File: src/rtl/des_pkg.sv
// Shared DES types: block width, block type and the CBC controller state encoding.
package des_pkg;
    localparam int BLK_W = 64;

    typedef logic [63:0] des_blk_t;

    typedef enum logic [1:0] {
        IDLE = 2'd0,
        CALC = 2'd1,
        HOLD = 2'd2
    } des_cbc_state_t;
endpackage

File: src/rtl/des_cbc_chain_if.sv
// Block stream into and out of the CBC controller (valid/ready on each side).
interface des_cbc_chain_if;
    import des_pkg::*;

    logic     in_valid;
    logic     in_ready;
    des_blk_t in_data;
    des_blk_t in_key;
    logic     in_encrypt;
    logic     in_cbc;
    logic     in_first;
    des_blk_t in_iv;
    logic     out_valid;
    logic     out_ready;
    des_blk_t out_data;

    modport master (
        output in_valid, in_data, in_key, in_encrypt, in_cbc, in_first, in_iv, out_ready,
        input  in_ready, out_valid, out_data
    );

    modport slave (
        input  in_valid, in_data, in_key, in_encrypt, in_cbc, in_first, in_iv, out_ready,
        output in_ready, out_valid, out_data
    );
endinterface

File: src/rtl/des_cbc_chain.sv
// CBC/ECB mode controller driving an external DES core and chaining its result.
// Define DES_CBC_BLKCNT_EN to add the blk_count completed-block counter output.
module des_cbc_chain #(
    parameter int CORE_LAT = 0,
    parameter int BLK_W    = des_pkg::BLK_W
) (
    input  logic              clk,
    input  logic              reset_n,
    des_cbc_chain_if.slave    bus,
    output des_pkg::des_blk_t core_block,
    output des_pkg::des_blk_t core_key,
    output logic              core_encrypt,
    input  des_pkg::des_blk_t core_result
`ifdef DES_CBC_BLKCNT_EN
    ,
    output logic [31:0]       blk_count
`endif
);
    import des_pkg::*;

    localparam int CNT_W = (CORE_LAT > 1) ? $clog2(CORE_LAT + 1) : 1;

    des_cbc_state_t   state, state_nxt;
    logic [CNT_W-1:0] cnt;
    logic [BLK_W-1:0] chain_q, chain_src, mask_q, data_q, out_data_q;
    logic             cbc_q;
    logic             accept, capture, done;

    always_ff @(posedge clk or negedge reset_n) begin
        if (!reset_n) state <= IDLE;
        else          state <= state_nxt;
    end

    always_comb begin
        state_nxt = state;
        unique case (state)
            IDLE:    if (bus.in_valid)  state_nxt = CALC;
            CALC:    if (cnt == '0)     state_nxt = HOLD;
            HOLD:    if (bus.out_ready) state_nxt = IDLE;
            default:                    state_nxt = IDLE;
        endcase
    end

    // out_valid decodes the registered state, so there is no out_ready -> in_ready path
    always_comb begin
        bus.in_ready  = (state == IDLE);
        bus.out_valid = (state == HOLD);
        accept        = bus.in_valid && (state == IDLE);
        capture       = (state == CALC) && (cnt == '0);
        done          = (state == HOLD) && bus.out_ready;
    end

    assign chain_src    = bus.in_first ? bus.in_iv : chain_q;
    assign bus.out_data = out_data_q;

    always_ff @(posedge clk or negedge reset_n) begin
        if (!reset_n) begin
            core_block   <= '0;
            core_key     <= '0;
            core_encrypt <= 1'b0;
            mask_q       <= '0;
            data_q       <= '0;
            cbc_q        <= 1'b0;
            cnt          <= '0;
            out_data_q   <= '0;
            chain_q      <= '0;
        end else begin
            if (accept) begin
                core_block   <= (bus.in_encrypt && bus.in_cbc) ? (bus.in_data ^ chain_src) : bus.in_data;
                mask_q       <= (!bus.in_encrypt && bus.in_cbc) ? chain_src : '0;
                core_key     <= bus.in_key;
                core_encrypt <= bus.in_encrypt;
                data_q       <= bus.in_data;
                cbc_q        <= bus.in_cbc;
                cnt          <= CNT_W'(CORE_LAT);
            end else if ((state == CALC) && (cnt != '0)) begin
                cnt <= cnt - 1'b1;
            end
            // the chain always carries the ciphertext, whichever direction produced it
            if (capture) begin
                out_data_q <= core_result ^ mask_q;
                if (cbc_q) chain_q <= core_encrypt ? core_result : data_q;
            end
        end
    end

`ifdef DES_CBC_BLKCNT_EN
    logic first_q;

    always_ff @(posedge clk or negedge reset_n) begin
        if (!reset_n) begin
            first_q   <= 1'b0;
            blk_count <= '0;
        end else begin
            if (accept) first_q <= bus.in_first;
            if (done)   blk_count <= first_q ? 32'd1 : blk_count + 32'd1;
        end
    end
`endif
endmodule

File: src/flat_wrapper.sv
// flat-port wrapper written by rule: the top's interface ports become plain ports
module des_cbc_chain_flat import des_pkg::*;
#(
    parameter int CORE_LAT = 0,
    parameter int BLK_W    = des_pkg::BLK_W
)
  (clk, reset_n, core_block, core_key, core_encrypt, core_result, bus_in_valid, bus_in_data, bus_in_key, bus_in_encrypt, bus_in_cbc, bus_in_first, bus_in_iv, bus_out_ready, bus_in_ready, bus_out_valid, bus_out_data);
  des_cbc_chain_if bus_i ();
  input  logic clk;
  input  logic reset_n;
  output des_pkg::des_blk_t core_block;
  output des_pkg::des_blk_t core_key;
  output logic core_encrypt;
  input  des_pkg::des_blk_t core_result;
  input wire logic [$bits(bus_i.in_valid)-1:0] bus_in_valid;
  input wire logic [$bits(bus_i.in_data)-1:0] bus_in_data;
  input wire logic [$bits(bus_i.in_key)-1:0] bus_in_key;
  input wire logic [$bits(bus_i.in_encrypt)-1:0] bus_in_encrypt;
  input wire logic [$bits(bus_i.in_cbc)-1:0] bus_in_cbc;
  input wire logic [$bits(bus_i.in_first)-1:0] bus_in_first;
  input wire logic [$bits(bus_i.in_iv)-1:0] bus_in_iv;
  input wire logic [$bits(bus_i.out_ready)-1:0] bus_out_ready;
  output wire logic [$bits(bus_i.in_ready)-1:0] bus_in_ready;
  output wire logic [$bits(bus_i.out_valid)-1:0] bus_out_valid;
  output wire logic [$bits(bus_i.out_data)-1:0] bus_out_data;
  assign bus_i.in_valid = bus_in_valid;
  assign bus_i.in_data = bus_in_data;
  assign bus_i.in_key = bus_in_key;
  assign bus_i.in_encrypt = bus_in_encrypt;
  assign bus_i.in_cbc = bus_in_cbc;
  assign bus_i.in_first = bus_in_first;
  assign bus_i.in_iv = bus_in_iv;
  assign bus_i.out_ready = bus_out_ready;
  assign bus_in_ready = bus_i.in_ready;
  assign bus_out_valid = bus_i.out_valid;
  assign bus_out_data = bus_i.out_data;
  des_cbc_chain #(.CORE_LAT(CORE_LAT), .BLK_W(BLK_W)) u_core (.clk(clk), .reset_n(reset_n), .bus(bus_i), .core_block(core_block), .core_key(core_key), .core_encrypt(core_encrypt), .core_result(core_result));
endmodule
File: config.mk
export PLATFORM = sky130hd
export DESIGN_NAME = des_cbc_chain_flat
export DESIGN_NICKNAME = d
export VERILOG_FILES = /design/src/rtl/des_pkg.sv /design/src/rtl/des_cbc_chain_if.sv /design/src/rtl/des_cbc_chain.sv /design/src/flat_wrapper.sv
export SDC_FILE = /design/constraint.sdc
export NUM_CORES = 1
export LEC_CHECK = 0
export BUFFER_PORTS_ARGS = -buffer_cell sky130_fd_sc_hd__buf_2
export CAP_MARGIN = 5
export CORE_MARGIN = 1.5
export CORE_UTILIZATION = 25
export DETAILED_ROUTE_END_ITERATION = 16
export SKIP_CTS_REPAIR_TIMING = 1
export SYNTH_ARGS = -nofsm -noshare
export SYNTH_HDL_FRONTEND = slang
export SYNTH_SLANG_ARGS = --single-unit
File: constraint.sdc
create_clock -name clk -period 4.61 [get_ports clk]
set_clock_uncertainty 0.05 [all_clocks]
set_input_delay 0.922 -clock clk [delete_from_list [all_inputs] [get_ports clk]]
set_output_delay 0.922 -clock clk [all_outputs]
set_load 0.05 [all_outputs]
* After elaboration in Yosys (flattened, before gate mapping) *
Cells that the tools add are included.

word-level totals
  bits of input ports = 263
  register bits = 389
  word-level logic and storage cells = 39
  output and inout port bits = 195
  memories = 0
  bits in latches = 0
  bits in writable memories = 0
  memory bits (read-only) = 0

cells by class
  magnitude comparators = 0
  $mul = 0
  div/mod/pow operators = 0
  add/sub/neg operators = 1
  equality and inequality tests = 5
  reductions and logical operators = 10
  mux-type cells = 10
  bitwise gates (word level) = 3
  shifts and indexed selects = 0

operator list
  cell                                                             number
  64-bit two-way mux                                               4
  64-bit bitwise XOR                                               2
  2-bit two-way mux                                                3
  2-bit != test, second input constant                             3
  2-bit case mux with 3 select lines                               1
  1-bit logical AND                                                5
  3-bit AND reduction                                              1
  2-bit by 1-bit == test with 1-bit output, second input constant  1
  2-bit == test, second input constant                             1
  2-bit zero test                                                  1
  1-bit two-way mux                                                2
  2-bit AND reduction                                              1
  2-bit nonzero test                                               1
  1-bit zero test                                                  1
  1-bit NOT                                                        1
  1-bit subtractor, second input constant                          1

* Depth between registers and ports, before layout *
Gate-level depths: netlist (run 1).

  word-level depth = 4
  depth in mapped cells = 7
  mapped depth without buffers = 3

* Least setup slack after synthesis (run 1) *
No wires, ideal clock.

  kind = register to output
  start point = register u_core.state[0]
  end point = output bus_out_valid
  stages on the path, launching flop included = 3
  data required time = 3638 ps
  data arrival time = 1207 ps
  path slack = 2431 ps
  cells stage by stage = dfrtp_1 -> buf_6 -> nor2b_1

between the ends
  longest elaborated chain between the ends = 1

ends and longest elaborated chain
  element                   line                 RTL
  start: declaration        des_cbc_chain.sv:23  des_cbc_state_t state, state_nxt;
  start signal: assignment  des_cbc_chain.sv:31  else state <= state_nxt;
  2-bit == test             des_cbc_chain.sv:47  bus.out_valid = (state == HOLD);
  end: declaration          flat_wrapper.sv:24   output wire logic [$bits(bus_i.out_valid)-1:0] bus_out_valid;

Every way passes these cells.

* Final worst setup path (run 1) *
  start point = register u_core.state[1]
  end point = output bus_out_valid

Same word-level chain as after synthesis.

==> results of run 1 <==
[through the flow]
stage                     hold slack, ns  area, µm²  util (%)
after floorplan                    0.387      16900         -
after global placement             0.404      19900      29.6
after detailed placement           0.407      19900      29.6
after CTS                          0.373      21400      31.9
after global routing               0.406      21400      31.9
final                              0.362      21400      31.9
[per-layer routing]
layer,vias to the layer above,part of all wire [%]
met5,-,0.090
met4,6,2.1
li1,6618,-
met2,375,46
met3,81,6.8
met1,6487,45
[worst max-delay path, cell delays in order (launching register included)]
cell and delay (ns):
dfrtp_1 0.60, buf_4 0.29, nor2b_1 0.21, buf_2 0.29
[final timing paths]
path / from / end / slack (ns) / cells after the start
min in group clk: u_core.core_key[62] / u_core.core_key[62] / 0.42 / 2
worst max register to register: u_core.state[0] / u_core.core_block[62] / 1.94 / 5
worst max-delay path: u_core.state[1] / bus_out_valid / 1.68 / 3
max in group asynchronous: reset_n / u_core.mask_q[22] / 3.12 / 2
worst min register to register: u_core.core_key[62] / u_core.core_key[62] / 0.42 / 2
worst min-delay path: reset_n / u_core.mask_q[50] / 0.36 / 1
[power groups by stage]
stage | registers, mW | clock network [mW] | logic [mW]
global route | 6.12 | 3.90 | 7.89
CTS | 5.93 | 3.78 | 7.36
finish | 5.92 | 3.65 | 7.26
global placement | 5.95 | 0 | 7.26
detailed placement | 5.96 | 0 | 7.35
floorplan | 8.61 | 0 | 2.80
[placed cells by master (no fill, tap or decap), drive strengths merged, types with 128 or more instances in the layout]
cell type	count
buf	477
nand2	455
dfrtp	389
nor2	195
mux2i	129
a21oi	128
o21ai	128
[sequential cells by signal (all words and copies together) (netlist names)]
signal and count:
u_core.bus.out_data 64, u_core.chain_q 64, u_core.core_block 64, u_core.core_key 64
u_core.data_q 64, u_core.mask_q 64, u_core.state 2, u_core.cbc_q 1
u_core.cnt 1, u_core.core_encrypt 1
[kinds of logic after synthesis]
| kind of cell | after synthesis | synth area share [%] |
|---|---|---|
| compound gates | 322 | 10.0 |
| xor+xnor | 64 | 3.31 |
| buf+inv | 115 | 4.43 |
| flops | 389 | 57.5 |
| mux | 129 | 7.63 |
| simple gates | 720 | 17.1 |
[layout make-up]
cell class	instances	area share (%)
antenna	5	0.0585
clock buffer	64	6.31
clock inverter	15	0.760
inverter	1	0.0175
multi-input combinational	1235	30.3
sequential	389	45.5
tap	873	5.10
timing repair buffer	477	12.0
==> results.yml, run 1 <==
route:
  dr.pass1.iters: 5
  vias: 13600
  viasPerCell: 4.44
  routed_wirelength_um: 49000
  post-route-drc-count: 0
  drt_iter0_markers: 826
  drtAntennaViolNets: 0
  wl_per_cell_um: 16.0
flow_run:
  max-cap-violations: 0
synthesis:
  synth.most_common_cell: "nand2_1"
  yosysWarnings: 0
  synth_top_area_cell: "dfrtp_1"
  synthTopCellsByArea: "dfrtp_1 57%, nand2_1 10%, mux2i_1 7.6%"
  synth_nets: 2002
  synth_seq_cells: 389
  yosys.area.top_type_share_pct: 57.5
  synth-edff-count: 0
  avgSynthCellArea_um2: 9.74
  synthArstFlopShare_pct: 100
  synth_common_cells: "455 x nand2_1, 389 x dfrtp_1, 195 x nor2_1"
  synth.distinct_cells: 23
  ys_seq_area_share_pct: 57.5
  synth_ff_type: "dfrtp_1"
  synth_area_mm2: 0.0169
  synth_cells: 1739
timing:
  period_share_pct: 63.6
  hold_viol_final: 0
  worst_slew_margin_rel_pct: 26.1
  setup_viol: 0
  postLayoutSetupSlackWorst_ns: 1.68
  fin_crit_ns: 2.93
  tns_ns: 0
  drv_slew: 0
  max_slew.worst_pin.slew_ns: 1.11
  fmax_ghz: 0.341
  rsz0062_at_grt: "false"
placed_design:
  gp_congestion: 0.763
  preCtsSetupSlack_ns: 1.58
  hpwl_um: 33100
  portBuffers: 457
  placed_cells: 2975
floorplan:
  ios: 458
  dieArea_mm2: 0.0693
  start_util_pct: 25.2
  die_w_um: 263
  placementRows: 95
  chipHeight_um: 263
  fp.coreArea_mm2: 0.0672
cells_and_area:
  drive_gt1_share_pct: 25.5
  nFillCells: 7034
  seqCellArea_mm2: 0.00974
  multiInputGateArea_mm2: 0.00648
  area_delta_synth_final_pct: 26.4
  final_nets: 2412
  fin_cells: 3059
setup_path:
  worstPathRequired_ns: 3.64
  cp_max_fo: 7
  critPathKind: "flip-flop to output pin"
  arrival_ns: 1.96
  critPathCaptureType: "output pin"
  worst_setup_path_start_kind: "flip-flop"
pwr:
  p_sw_mw: 7.72
  ir_worst_vdd_mv: 0.353
  power_frac_comb_pct: 43.1
  pwr-share-seq_pct: 35.2
  sw_frac_of_total_pct: 45.9
  power_density_mw_per_mm2: 787
  power_mw: 16.8
  clkPwrFrac_pct: 21.7
  cellInternalPower_mw: 9.12
  p_leak_nw: 10.2
clock_network:
  htree_levels: 2
  cts_max_path_buffers: 3
  clockRootBuffer: "clkbuf_16"
  clock_latency_ns: 0.57
  cts_tree: "built"
  cts_made_buffers: 45
  path_clk_slew_ns: 0.06
  clock_sinks: 389
grt:
  met1_usage_pct: 18.3
  grt_pass1_wl_um: 77300
  grt_overflow: 0
  first_global_vias: 13500
  grt.busiest_layer: "met2"
  antenna_found_initial: 9
  track_usage_pct: 14.0
  grt_max_degree: 150
  grt_util_met2_pct: 22.6
  grt_use_met3_pct: 3.80
run_status:
  outcome: "finished, final reports clean"
min_path:
  min_path_type: "primary input to asynchronous set/reset pin"
Note: power is estimated with default switching activity, not from simulation.
==> run 2, diff against run 1 <==
Settings changed: ABC_AREA set to 1.
Clock period 4.61 ns to 2.95 ns, I/O delays scaled along.
==> results.yml, run 2 <==
run_status:
  outcome: "finished, final reports clean"
synthesis:
  synth_compound_area_share_pct: 5.15
  synth_area_mm2: 0.0191
  synthAdderAreaFrac_pct: 0
  synth-edff-count: 0
  avgSynthCellArea_um2: 7.33
  synth_ff_type: "dfrtp_1"
  synthSimpleGateAreaFrac_pct: 33.4
  synth.distinct_cells: 18
  synthArstFlopShare_pct: 100
  synth_xor_area_share_pct: 2.94
  yosys.area.top_type_share_pct: 51.0
  synth_top_family_by_area: "simple AND/OR/NAND/NOR gates"
  synthMuxAreaShare_pct: 0
  ys_seq_area_share_pct: 51.0
  synth_nets: 2868
  synthTopCellsByArea: "dfrtp_1 51%, nand2_1 21%, nor2_1 6.3%"
  synth_common_cells: "1,093 x nand2_1, 389 x dfrtp_1, 323 x nor2_1"
  synth_cells: 2605
  synth.most_common_cell: "nand2_1"
  synth_seq_cells: 389
  yosysWarnings: 0
  synth_top_area_cell: "dfrtp_1"
pwr:
  p_leak_nw: 13.2
  power_density_mw_per_mm2: 1180
  ir_worst_vdd_mv: 0.804
setup_path:
  worstReg2RegEnd: "u_core.mask_q[36]"
  worst_setup_path_start_kind: "flip-flop"
  critPathCapture: "core_encrypt"
  critPathTopFamily: "flip-flops"
  worstPathRequired_ns: 2.31
  reg2reg_from: "u_core.state[0]"
  worstPathCellList: "buf_2"
  critPathKind: "flip-flop to output pin"
  critPathCaptureType: "output pin"
  cp_slowest_cell: "dfrtp_2"
  crit_buf_inv: 1
  reg2reg_depth: 6
  slowest_delay_ns: 0.67
  rrSetupSlack_ns: 0.86
  worstSetupStartpoint: "u_core.core_encrypt"
  crit_cells: 1
  arrival_ns: 1.63
  cp_max_fo: 15
timing:
  rsz0062_at_grt: "false"
  setup_viol: 0
  worst_slew_margin_rel_pct: 47.2
  drv_slew: 0
  period_share_pct: 76.9
  tns_ns: 0
  fin_crit_ns: 2.27
  max_slew.worst_pin.slew_ns: 0.792
  hold_viol_final: 0
  fmax_ghz: 0.441
placed_design:
  placed_cells: 3936
  hpwl_um: 40900
  gp_congestion: 0.811
  portBuffers: 457
cells_and_area:
  drive_gt1_share_pct: 21.5
  fin_cells: 4026
  area_delta_synth_final_pct: 27.5
  final_nets: 3271
  layout_commonest_cell: "nand2_1"
  layout_common_cells: "1,091 x nand2_1, 455 x buf_2, 388 x dfrtp_1, 322 x nor2_1, 195 x inv_1"
clock_network:
  cts_max_path_buffers: 3
  path_clk_slew_ns: 0.06
  clock_latency_ns: 0.57
  clock_sinks: 389
  clockRootBuffer: "clkbuf_16"
  htree_levels: 2
  cts_made_buffers: 47
  cts_tree: "built"
route:
  routed_wirelength_um: 62500
  dr.pass1.iters: 5
  viasPerCell: 4.31
  dr_wl_met3_um: 4100
  post-route-drc-count: 0
  drtAntennaViolNets: 0
  wl_per_cell_um: 15.5
  drt-met1-wl_um: 28500
  vias: 17400
  drt_iter0_markers: 1069
  top_layer_used: "met5"
  routed-wl-met2_um: 28600
grt:
  grt_max_degree: 134
  antenna_found_initial: 11
  first_global_vias: 16800
  grt_overflow: 0
  track_usage_pct: 15.8
  grt_pass1_wl_um: 97400
floorplan:
  fp.coreArea_mm2: 0.0758
  start_util_pct: 25.2
  ios: 458
  die_w_um: 279
  chipHeight_um: 279
  placementRows: 101
  dieArea_mm2: 0.0780
flow_run:
  max-cap-violations: 0
min_path:
  min_path_type: "primary input to flip-flop"
## run 2: cell families (layout without fill, tap and decap cells)
| group | count (synthesis) | after routing |
|---|---|---|
| compound gates | 196 | 196 |
| xor+xnor | 64 | 64 |
| buf+inv | 345 | 785 |
| flops | 389 | 389 |
| other cells | 0 | 3 |
| simple gates | 1611 | 1611 |
## run 2: area by class of cell
cell class	count	area [µm²]
Fill cell	8197	51500
Sequential cell	389	9740
Clock inverter	23	412
Timing Repair Buffer	499	2870
Antenna cell	3	7.51
Multi-Input combinational cell	1871	7960
Tap cell	978	1220
Inverter	200	762
Clock buffer	63	1380
## run 2: metal layers
metal	global-route usage (%)	vias up
li1	-	8710
met2	25.6	483
met4	4.14	12
met3	3.62	90
met1	21.2	8061
met5	0	-
## run 2: power by group
| part | total (mW) | switching (mW) | internal, mW |
|---|---|---|---|
| combinational | 12.7 | 9.28 | 3.44 |
| clock | 6.69 | 2.44 | 4.25 |
| sequential | 9.29 | 1.51 | 7.77 |
## run 2: worst min path at each step
stage                              from                     end  slack, ns  cells past startpoint
floorplan                       reset_n  u_core.bus.out_data[0]       0.24                      0
global placement     u_core.core_key[2]      u_core.core_key[2]       0.41                      2
detailed placement  u_core.core_key[15]     u_core.core_key[15]       0.41                      2
CTS                             reset_n   u_core.core_block[17]      -0.11                      1
global route              bus_out_ready         u_core.state[1]       0.11                      2
finish                    bus_out_ready         u_core.state[1]       0.15                      2
## run 2: through the flow
step | hold slack (ns) | power, mW | util (%) | setup WS, ns | cell area, µm²
2_1_floorplan | 0.244 | 18.5 | - | 1.17 | 19100
3_3_place_gp | 0.408 | 22.0 | 29.7 | 0.857 | 22500
3_5_place_dp | 0.410 | 22.2 | 29.7 | 0.830 | 22500
4_1_cts | -0.107 | 29.0 | 32.1 | 0.580 | 24300
5_1_grt | 0.115 | 30.6 | 32.1 | 0.580 | 24300
6_report | 0.153 | 28.7 | 32.1 | 0.680 | 24300
